$ cat src/rtl/lsu_mem_align.sv
// Load/store alignment unit: maps byte accesses onto a 32-bit byte-enable RAM,
// splitting word-crossing accesses into two RAM cycles and extracting load data.
module lsu_mem_align #(
   parameter int DEPTH = 4096,
   parameter int AW    = $clog2(DEPTH)
) (
   input  logic          clk,
   input  logic          rst_n,
   input  logic          req_valid,
   output logic          req_ready,
   input  logic          req_we,
   input  logic [31:0]   req_addr,
   input  logic [1:0]    req_size,
   input  logic          req_signed,
   input  logic [31:0]   req_wdata,
   output logic          rsp_valid,
   output logic          rsp_err,
   output logic [31:0]   rsp_rdata,
   output logic          ram_we,
   output logic [3:0]    ram_be,
   output logic [AW-1:0] ram_addr,
   output logic [31:0]   ram_din,
   input  logic [31:0]   ram_dout,
   output logic          ram_read_signed,
   output logic [1:0]    ram_read_size
);
   typedef enum logic [2:0] {IDLE, A0, A1, CAP, RSP} state_t;

   localparam logic [AW-1:0] LAST_WORD = AW'(DEPTH - 1);

   state_t        state_q, state_d;
   logic          we_q, signed_q, err_q;
   logic [AW+1:0] addr_q;
   logic [1:0]    size_q;
   logic [31:0]   wdata_q, w0_q, rdata_q;

   function automatic logic [3:0] size_mask(input logic [1:0] size);
      case (size)
         2'b00:   return 4'b0001;
         2'b01:   return 4'b0011;
         default: return 4'b1111;
      endcase
   endfunction

   // Error decision is made on the live request so an error skips the RAM entirely
   logic [7:0] req_be64;
   logic       req_split, req_err;
   assign req_be64  = {4'b0000, size_mask(req_size)} << req_addr[1:0];
   assign req_split = |req_be64[7:4];
   assign req_err   = (req_size == 2'b11) || (req_addr[31:AW+2] != '0) ||
                      (req_split && (req_addr[AW+1:2] == LAST_WORD));

   logic [1:0]    off;
   logic [3:0]    mask;
   logic [7:0]    be64;
   logic          split;
   logic [31:0]   wmask;
   logic [63:0]   wd64;
   logic [AW-1:0] word0, word1;
   assign off   = addr_q[1:0];
   assign mask  = size_mask(size_q);
   assign be64  = {4'b0000, mask} << off;
   assign split = |be64[7:4];
   assign wmask = {{8{mask[3]}}, {8{mask[2]}}, {8{mask[1]}}, {8{mask[0]}}};
   assign wd64  = {32'b0, wdata_q & wmask} << {off, 3'b000};
   assign word0 = addr_q[AW+1:2];
   assign word1 = word0 + 1'b1;

   // In CAP the RAM output holds the last word read; for split loads w0 was captured in A1
   logic [31:0] cap_w0, load_raw, load_val;
   logic [63:0] pair;
   assign cap_w0   = split ? w0_q : ram_dout;
   assign pair     = {ram_dout, cap_w0};
   assign load_raw = pair[{off, 3'b000} +: 32];

   always_comb begin
      load_val = load_raw;
      case (size_q)
         2'b00:   load_val = {{24{signed_q & load_raw[7]}}, load_raw[7:0]};
         2'b01:   load_val = {{16{signed_q & load_raw[15]}}, load_raw[15:0]};
         default: load_val = load_raw;
      endcase
   end

   always_ff @(posedge clk or negedge rst_n) begin
      if (!rst_n) begin
         state_q  <= IDLE;
         we_q     <= 1'b0;
         signed_q <= 1'b0;
         err_q    <= 1'b0;
         addr_q   <= '0;
         size_q   <= 2'b00;
         wdata_q  <= '0;
         w0_q     <= '0;
         rdata_q  <= '0;
      end else begin
         state_q <= state_d;
         if (state_q == IDLE && req_valid) begin
            we_q     <= req_we;
            signed_q <= req_signed;
            err_q    <= req_err;
            addr_q   <= req_addr[AW+1:0];
            size_q   <= req_size;
            wdata_q  <= req_wdata;
         end
         if (state_q == A1 && !we_q) w0_q <= ram_dout;
         if (state_q == CAP) rdata_q <= load_val;
      end
   end

   // RAM controls are decoded from state so a reset drops the write strobe at once
   always_comb begin
      state_d  = state_q;
      ram_we   = 1'b0;
      ram_be   = 4'b0000;
      ram_addr = word0;
      ram_din  = wd64[31:0];
      case (state_q)
         IDLE: if (req_valid) state_d = req_err ? RSP : A0;
         A0: begin
            ram_we  = we_q;
            ram_be  = be64[3:0];
            state_d = split ? A1 : (we_q ? RSP : CAP);
         end
         A1: begin
            ram_we   = we_q;
            ram_be   = be64[7:4];
            ram_addr = word1;
            ram_din  = wd64[63:32];
            state_d  = we_q ? RSP : CAP;
         end
         CAP:     state_d = RSP;
         RSP:     state_d = IDLE;
         default: state_d = IDLE;
      endcase
   end

   assign req_ready       = (state_q == IDLE);
   assign rsp_valid       = (state_q == RSP);
   assign rsp_err         = rsp_valid & err_q;
   assign rsp_rdata       = rdata_q;
   assign ram_read_signed = 1'b0;
   assign ram_read_size   = 2'b10;
endmodule

$ cat config.mk
export PLATFORM = sky130hd
export DESIGN_NAME = lsu_mem_align
export DESIGN_NICKNAME = d
export VERILOG_FILES = /design/src/rtl/lsu_mem_align.sv
export SDC_FILE = /design/constraint.sdc
export NUM_CORES = 1
export LEC_CHECK = 0
export ABC_AREA = 0
export CAP_MARGIN = 20
export CORE_MARGIN = 1.5
export CORE_UTILIZATION = 44
export DETAILED_ROUTE_END_ITERATION = 12
export PLACE_DENSITY = 0.78
export SYNTH_ARGS = -nofsm -noshare
export SYNTH_HDL_FRONTEND = slang
export SYNTH_SLANG_ARGS = --single-unit
$ cat constraint.sdc
create_clock -name clk -period 2.71 [get_ports clk]
set_clock_uncertainty 0.2 [all_clocks]
set_input_delay 0.542 -clock clk [delete_from_list [all_inputs] [get_ports clk]]
set_output_delay 0.542 -clock clk [all_outputs]
set_load 0.02 [all_outputs]
After elaboration in Yosys (flattened, before gate mapping)
Cells that the tools add are included.

Input bits: 103. Word-level logic and storage cells: 53. Flip-flop bits (word level): 118. Output and inout bits: 87.

Shift operators: 4. Equality and inequality tests: 9. Mux-type cells: 13. Add/subtract/negate cells: 1. Reduce and logical (&&, ||, !) cells: 13. Bitwise logic cells: 4.

Operator list (number): 32-bit 2-to-1 mux (2); 32-bit case mux with 2 select lines (1); 64-bit by 6-bit variable part select with 32-bit output (1); 32-bit by 5-bit left shift with 64-bit output (1); 32-bit AND (1); 4-bit case mux with 2 select lines (3); 18-bit nonzero test (1); 4-bit by 2-bit left shift with 8-bit output (2); 12-bit by 1-bit adder with 12-bit output, second input constant (1); 12-bit equality test, second input constant (1); 12-bit 2-to-1 mux (1); 3-bit 2-to-1 mux (4); 3-bit case mux with 4 select lines (1); 4-bit OR reduction (2); 3-bit by 2-bit equality test with 1-bit output, second input constant (2); 2-bit by 1-bit equality test with 1-bit output, second input constant (2); 2-bit logical NOT (2); 1-bit AND (3); 3-bit by 1-bit equality test with 1-bit output, second input constant (1); 3-bit equality test, second input constant (1); 1-bit logical AND (3); 3-bit logical NOT (1); 2-bit equality test, second input constant (1); 1-bit logical OR (2); other kinds (4) (4).

Longest topological paths before layout
Gate-level depths: netlist of run 1.

Word-level depth: 9. Gate-level depth with buffers: 8. Gate-level depth less buffers: 5.

Least setup slack after synthesis of run 1
Ideal clock, no wire load.

Path type: reg2out. From: register addr_q[0]. To: output ram_be[1]. Slack: -0.117 ns. Buffers on the path: 4. Required time: 1.968 ns. Stages on the path, launching flop included: 7. Arrival time: 2.085 ns. Cells stage by stage: dfrtp_1 -> clkbuf_1 -> clkbuf_1 -> clkbuf_1 -> clkbuf_1 -> nor3_1 -> o31ai_1.

Longest elaborated chain between the ends: 2.

RTL lines: start: declaration (RTL line 33) `logic [AW+1:0] addr_q;`; start signal: assignment (RTL line 102) `addr_q <= req_addr[AW+1:0];`; 4-bit by 2-bit left shift with 8-bit output (RTL line 62) `assign be64 = {4'b0000, mask} << off;`; 4-bit case mux with 2 select lines (RTL line 118) `case (state_q)`; end: declaration (RTL line 20) `output logic [3:0] ram_be,`.

No other way between the ends.

Worst setup path after layout of run 1
From: register state_q[0]. To: output ram_din[17].

Longest elaborated chain between the ends: 2.

RTL lines: start: declaration (RTL line 31) `state_t state_q, state_d;`; start signal: assignment (RTL line 97) `state_q <= state_d;`; 3-bit by 2-bit equality test with 1-bit output (RTL line 118); 32-bit 2-to-1 mux (RTL line 118); end: declaration (RTL line 22) `output logic [31:0] ram_din,`.

No other way between the ends.

==> results of run 1 <==
[power groups by stage]
stage	registers [mW]	logic, mW	clock network (mW)
after detailed placement	2.04	1.98	0
final	2.03	2.04	1.28
after global routing	2.06	2.19	1.35
after floorplan	2.00	1.15	0
after global placement	2.02	1.93	0
after CTS	2.01	1.90	1.29
[placed cells by master (no fill, tap or decap), drive strengths merged, types with 4 or more instances in the layout]
cell type        n
nor3             6
nor4             4
a31oi            4
mux2            90
o22a             7
o2bb2ai          9
nand4            5
clkdlybuf4s50  133
xnor2            8
a32oi            8
dfrtp          110
buf            102
nand2           55
nand3            9
clkbuf          11
o21ai           29
a311oi           6
a22oi           16
clkinv           5
and3            15
mux4            18
a221oi           6
nor2            75
mux2i           10
a21oi           79
inv              4
[per-layer routing]
| layer | vias to the layer above | global-route usage, % |
|---|---|---|
| met5 | - | 0 |
| met4 | 0 | 11.6 |
| met3 | 43 | 5.73 |
| met2 | 314 | 44.9 |
| met1 | 3104 | 33.0 |
| li1 | 2817 | - |
[flip-flops by register name, summed over array words and instances, names as in the netlist]
register and cells:
rsp_rdata 32, wdata_q 32, w0_q 24, addr_q 14
state_q 3, size_q 2, err_q 1, signed_q 1
we_q 1
[worst paths after layout]
check / startpoint / to / slack (ns) / cells past startpoint
setup / recovery: state_q[0] / ram_din[17] / -0.10 / 10
setup reg to reg: addr_q[0] / rsp_rdata[11] / 0.14 / 9
max in group asynchronous: rst_n / rsp_rdata[11] / 1.10 / 3
hold / removal: w0_q[19] / w0_q[19] / 0.31 / 1
hold reg to reg: w0_q[19] / w0_q[19] / 0.31 / 1
min in group asynchronous: rst_n / rsp_rdata[28] / 0.51 / 2
[worst max-delay path, cell delays in order, from the launching register on]
cell	delay [ns]
sky130_fd_sc_hd__dfrtp_1	0.42
sky130_fd_sc_hd__buf_6	0.14
sky130_fd_sc_hd__nor3b_4	0.23
sky130_fd_sc_hd__buf_6	0.17
sky130_fd_sc_hd__nand2_4	0.06
sky130_fd_sc_hd__nor2_4	0.11
sky130_fd_sc_hd__buf_8	0.16
sky130_fd_sc_hd__buf_6	0.11
sky130_fd_sc_hd__a22oi_2	0.04
sky130_fd_sc_hd__o21ai_1	0.10
sky130_fd_sc_hd__buf_4	0.16
[what timing repair did]
item,4_1_cts,5_1_grt
setup buffers,2,5
gates cloned,0,1
hold buffers,1,0
gates resized for setup,213,110
pin swaps,8,9
setup endpoints to repair,49,70
endpoints found under the hold margin,13,0
[logic make-up (layout without fill, tap and decap cells)]
logic type,after synthesis,after routing
mux,118,118
fa+ha+maj,1,1
simple gates,185,185
flops,110,110
buf+inv,60,266
compound gates,174,174
other cells,2,3
xor+xnor,11,11
[layout make-up]
| cell class | instances | area, µm² |
|---|---|---|
| clock buffers | 9 | 225 |
| clock inverters | 7 | 51.3 |
| fillers | 1173 | 5140 |
| inverters | 4 | 15.0 |
| multi-input cells | 492 | 3840 |
| flip-flops and latches | 110 | 2760 |
| well taps | 184 | 230 |
| repair buffers | 246 | 2330 |
[stage by stage]
step | setup WS, ns | power (mW) | util, % | hold slack (ns) | TNS [ns]
2_1_floorplan | -0.117 | 3.15 | - | 0.0464 | -1.24
3_3_place_gp | -0.187 | 3.95 | 61.1 | 0.283 | -3.01
3_5_place_dp | -0.334 | 4.02 | 61.1 | 0.295 | -5.37
4_1_cts | -0.135 | 5.20 | 62.6 | 0.312 | -0.840
5_1_grt | -0.187 | 5.60 | 64.8 | 0.323 | -2.53
6_report | -0.104 | 5.36 | 64.8 | 0.312 | -0.546
==> impl_results.md, run 1 <==
* Outcome: complete, but fails checks
* Violated checks: negative setup slack
* Cell area after synthesis at 6600 µm²
* Die extent in y at 125 µm
* Number of antenna violations at the first check in global routing at 0
* Met3 wire length at 1690 µm
* Final slew viol count at 0
* Data arrival time of the worst path at 2.07 ns
* Number of nets in the layout at 967
* Clock tree from TritonCTS: built
* DRT Wirelength at 21,700 µm
* Final Hold Violating Endpoints at 0
* Largest net degree at the start of global routing at 55
* Global route overflow at 0
* Switching share of total power at 35.6%
* Top FF cell, synth: sky130_fd_sc_hd__dfrtp_1
* Mean post-synth cell area at 9.98 µm²
* Required time of the critical path at 1.97 ns
* Dominant combinational cell family by area after synthesis: multiplexers
* Highest fanout seen on the critical path at 8
* Detailed-route wire length on metal 1 at 8460 µm
* Final critical-path share of the clock period at 104%
* Core Region at 14,600 µm²
* Proportion of synthesized flip-flops having asynchronous set or reset at 100%
* Setup WS post-layout at -0.104 ns
* Count of distinct cell types in the synthesized netlist at 51
* Switching power of the nets at 1.91 mW
* Fraction of the mapped netlist area in adder cells at 0.190%
* Count of vias placed by the detailed router at 6,278
* Count of max-cap constraint violations at 0
* Post-synth top cells: sky130_fd_sc_hd__dfrtp_1 (110), sky130_fd_sc_hd__mux2_2 (89), sky130_fd_sc_hd__a21oi_1 (79)
* Via/cell ratio at 5.97
* Number of nets with antenna violations after routing at 0
* Final setup violation count at 16
* Met2 WL at 10,900 µm
* Highest metal layer used by the detailed router: met4
* Number of global-route vias before repair at 6,467
* Total non-filler cell area in the finished layout at 9450 µm²
* Setup CP Type: flop to output port
* Port bufs at 186
* Insertion delay of the later-clocked pin in the worst-skew pair at 0.36 ns
* LEAKAGE at 3.96 nW
* Number of buffers inserted during clock tree synthesis at 9
* CTS clock-pin slew for the worst setup and hold paths at 0.07 ns
* Parity-gate share of the synthesized area counting xor and xnor cells at 1.46%
* Simple-Gate Fraction of Synth Area at 12.6%
* Cell chosen for the clock root: sky130_fd_sc_hd__clkbuf_16
* Number of rows in the core area at 44
* Flops & latches, synth at 110
* Remaining DRCs at 0
* Top Ports at 190
* Sequential area share after synthesis at 41.7%
* Final critical-path required period at 2.81 ns
* Type of the tightest min-delay check: flop to flop
* Global-route wire length before repair at 33,600 µm
* Sort of element at the end of the critical path: output port
* Slew at the pin with the worst max-slew slack at 0.585 ns
* Routed WL per cell at 20.6 µm
* Placed wire-length estimate after detailed placement at 14,800 µm
* Final antenna diode count at 0
* Gr usage total at 26.7%
* Share of layout cells above drive strength 1 at 32.8%
* RSZ-0062 raised after global routing: true
* Gate count of the mapped netlist at 661
* Die outline area at 15,700 µm²
* Relative max-transition margin at 61.0%
* Placement-stage cell area at 8910 µm²
* Number of cells in the finished layout apart from fillers at 1,052
* Most used standard cell by instance count after synthesis: sky130_fd_sc_hd__dfrtp_1
* Clk sinks at 110
* Ranking of synthesized cells by area: sky130_fd_sc_hd__dfrtp_1 (42%), sky130_fd_sc_hd__mux2_2 (15%), sky130_fd_sc_hd__mux4_2 (6.1%)
* Cell internal pwr at 3.45 mW
* Sequential Power Share at 38.0%
* Power per standard cell area at 567 nW/µm²
* Cells after DPL at 1,027
* Share of cell area taken by muxes after synthesis at 23.1%
* Highest Clock Rate at 355 MHz
* Share of the synthesized area in compound gates (AO/OA/AOI/OAI) at 16.9%
* Initial core utilization at 45.2%
* Fraction of power consumed by the clock network at 23.9%
* Gpl congestion at 0.888
* Startpoint kind of the worst setup timing path: flop
* Post-synth EDFFs at 0
* Max IR drop VDD at 0.000314 V
* 1st-iter DRT viols at 643
* Area grow syn2layout at 43.2%
* Synthesis Warnings at 0
* Fraction of post-synthesis cell area in the top cell type by area at 41.7%
* First-pass iteration count of the detailed router at 6
* Gate power share at 38.1%
* Number of buffers on the longest clock path at 2
* Die W at 125 µm
* H-tree lvl count at 3
* Largest area contributor in the synthesized netlist: sky130_fd_sc_hd__dfrtp_1
(Power assumes the default switching activity.)
==> run 2: changes to the inputs <==
--- a/config.mk
+++ b/config.mk
@@ -8,9 +8,10 @@
 export ABC_AREA = 0
 export CAP_MARGIN = 20
 export CORE_MARGIN = 1.5
-export CORE_UTILIZATION = 44
+export CORE_UTILIZATION = 58
 export DETAILED_ROUTE_END_ITERATION = 12
-export PLACE_DENSITY = 0.78
+export DONT_BUFFER_PORTS = 1
+export PLACE_DENSITY = 0.76
 export SYNTH_ARGS = -nofsm -noshare
 export SYNTH_HDL_FRONTEND = slang
 export SYNTH_SLANG_ARGS = --single-unit
==> run 2 against run 1 <==
Net effect:
- the run ends with negative hold slack, negative setup slack left
- final cell count is 18% lower
- sequential share of layout area increased by 6.5 points
- register-to-register slack worse by 0.02 ns
- setup slack better by 0.069 ns
- die area decreased by 24%
- sequential cell count unchanged
==> impl_results.md, run 2 (same netlist as run 1, synthesis figures left out) <==
* Number of nets in the layout at 819
* Sort of element at the end of the critical path: output port
* Gpl congestion at 0.847
* WHS at -0.329 ns
* Startpoint of the most critical register-to-register path: size_q[1]
* Number of nets with antenna violations after routing at 0
* Die extent in y at 110 µm
* Port bufs at 0
* Commonest non-fill, non-tap cells in the layout: sky130_fd_sc_hd__dfrtp_1 (105), sky130_fd_sc_hd__mux2_2 (89), sky130_fd_sc_hd__buf_4 (88), sky130_fd_sc_hd__a21oi_1 (78), sky130_fd_sc_hd__nor2_1 (69)
* Violated checks: negative hold slack, negative setup slack
* Highest fanout seen on the critical path at 5
* Met3 track demand over resource in global routing at 12.6%
* Gr usage total at 31.3%
* Placement-stage cell area at 7190 µm²
* Final core area utilization at 70.6%
* 1st-iter DRT viols at 344
* Reg-to-reg endpoint: rsp_rdata[31]
* Global route overflow at 0
* Final setup violation count at 4
* Number of buffers inserted during clock tree synthesis at 9
* Worst setup path end: ram_din[7]
* Initial core utilization at 60.1%
* Setup crit start: state_q[0]
* Area grow syn2layout at 17.4%
* Top Ports at 190
* DRT Wirelength at 18,600 µm
* Type of the tightest min-delay check: primary input to async pin
* Setup CP Type: flop to output port
* Outcome: complete, but fails checks
* First-pass iteration count of the detailed router at 5
* Critical Path Max Stage Delay at 0.48 ns
* Final critical-path required period at 2.75 ns
* Final critical-path share of the clock period at 101%
* Max IR drop VDD at 0.000597 V
* Remaining DRCs at 0
* Final slew viol count at 0
* Global-route wire length before repair at 28,400 µm
* RSZ-0062 raised after global routing: true
* Number of cells on the critical path at 6
* Placed wire-length estimate after detailed placement at 13,000 µm
* Number of buffers on the longest clock path at 2
* Routed WL per cell at 21.6 µm
* Number of antenna violations at the first check in global routing at 0
* Worst Path Buf+Inv at 2
* Placement Setup Slack at 0.0853 ns
* Die outline area at 12,000 µm²
* LEAKAGE at 3.31 nW
* Data arrival time of the worst path at 2.00 ns
* CTS clock-pin slew for the worst setup and hold paths at 0.07 ns
* Layer carrying the most global-route usage: met2
* Die W at 110 µm
* H-tree lvl count at 3
* Largest net degree at the start of global routing at 111
* Worst r2r path cells at 6
* Number of cells in the finished layout apart from fillers at 860
* Final Hold Violating Endpoints at 110
* Power per standard cell area at 657 nW/µm²
* Total non-filler cell area in the finished layout at 7750 µm²
* Cells along the critical path: or3b_4 > nor3_4 > buf_6 > a22oi_1 > o21ai_1 > buf_4
* Startpoint kind of the worst setup timing path: flop
* Setup WS post-layout at -0.0357 ns
* Clk sinks at 110
* Core Region at 11,000 µm²
* R2r setup slk at 0.12 ns
* Count of max-cap constraint violations at 0
* Slew at the pin with the worst max-slew slack at 0.512 ns
* Number of rows in the core area at 38
* Met2 Usage GRT at 52.4%
* Cells after DPL at 829
* Number of global-route vias before repair at 5,619
* Share of layout cells above drive strength 1 at 35.3%
* Via/cell ratio at 6.55
* Final antenna diode count at 0
* Count of vias placed by the detailed router at 5,632
* Met1 Resource Use GR at 36.2%
* Insertion delay of the later-clocked pin in the worst-skew pair at 0.36 ns
* Most frequent standard cell in the layout excluding fill and tap cells: sky130_fd_sc_hd__dfrtp_1
* Cell chosen for the clock root: sky130_fd_sc_hd__clkbuf_16
* Slowest-stage cell, CP: sky130_fd_sc_hd__or3b_4
* Highest Clock Rate at 364 MHz
* Crit path max-delay family: simple AND/OR/NAND/NOR gates
* Clock tree from TritonCTS: built
* Required time of the critical path at 1.97 ns
* Relative max-transition margin at 65.0%
## run 2: cell count changes in the layout (fill, tap and decap cells not counted), sizes merged
| cell | delta |
|---|---|
| clkdlybuf4s15 | -3 |
| buf | -4 |
| dlymetal6s2s | -3 |
| clkdlybuf4s50 | -133 |
| clkbuf | -1 |
| clkinv | -2 |
| bufinv | +1 |
| dlygate4sd2 | -2 |
| clkinvlp | -1 |
| dlygate4sd3 | -1 |
| inv | +1 |
## run 2: layout make-up
cell class                      instances  area [µm²]
Clock buffer                           10         239
Clock inverter                          6        68.8
Fill cell                             805        3230
Inverter                                4        15.0
Multi-Input combinational cell        492        3690
Sequential cell                       110        2760
Tap cell                              140         175
Timing Repair Buffer                   98         795
## run 2: how the worst min path moves through the flow
| stage | start | end | slack (ns) |
|---|---|---|---|
| floorplan | rst_n | addr_q[0] | 0.05 |
| finish | rst_n | w0_q[19] | -0.33 |
| global route | rst_n | w0_q[13] | -0.35 |
| CTS | rst_n | rsp_rdata[0] | -0.34 |
| global placement | rst_n | rsp_rdata[4] | 0.05 |
| detailed placement | rst_n | rsp_rdata[4] | 0.05 |
## run 2: worst reg2reg max path, cell delays in order (launching register included)
cell and delay (ns):
sky130_fd_sc_hd__dfrtp_2 0.43, sky130_fd_sc_hd__buf_4 0.18, sky130_fd_sc_hd__nor2_2 0.13, sky130_fd_sc_hd__mux2_4 0.32, sky130_fd_sc_hd__mux4_2 0.55, sky130_fd_sc_hd__o2111ai_4 0.48, sky130_fd_sc_hd__a31oi_1 0.14
## run 2: metrics by stage
| step | power [mW] | TNS (ns) | hold slack (ns) |
|---|---|---|---|
| after floorplan | 3.15 | -1.24 | 0.0464 |
| after global placement | 3.60 | 0 | 0.0506 |
| after detailed placement | 3.66 | 0 | 0.0502 |
| after CTS | 5.05 | 0 | -0.339 |
| after global routing | 5.30 | -1.38 | -0.351 |
| final | 5.09 | -0.0887 | -0.329 |
## run 2: metal layers
metal	vias up	share of wire, %
met5	-	0
met3	32	11
li1	2538	-
met2	271	51
met4	0	2.2
met1	2791	36
## run 2: what timing repair did
item	4_1_cts	5_1_grt
pin swaps	4	11
gates resized for setup	17	31
buffers inserted	12	4
endpoints found under the setup margin	42	40
endpoints found under the hold margin	110	110
## run 2: where the power goes
group / internal [mW] / switching, mW
Combinational: 0.782 / 0.870
Clock: 0.747 / 0.633
Sequential: 1.84 / 0.221
Total: 3.37 / 1.72
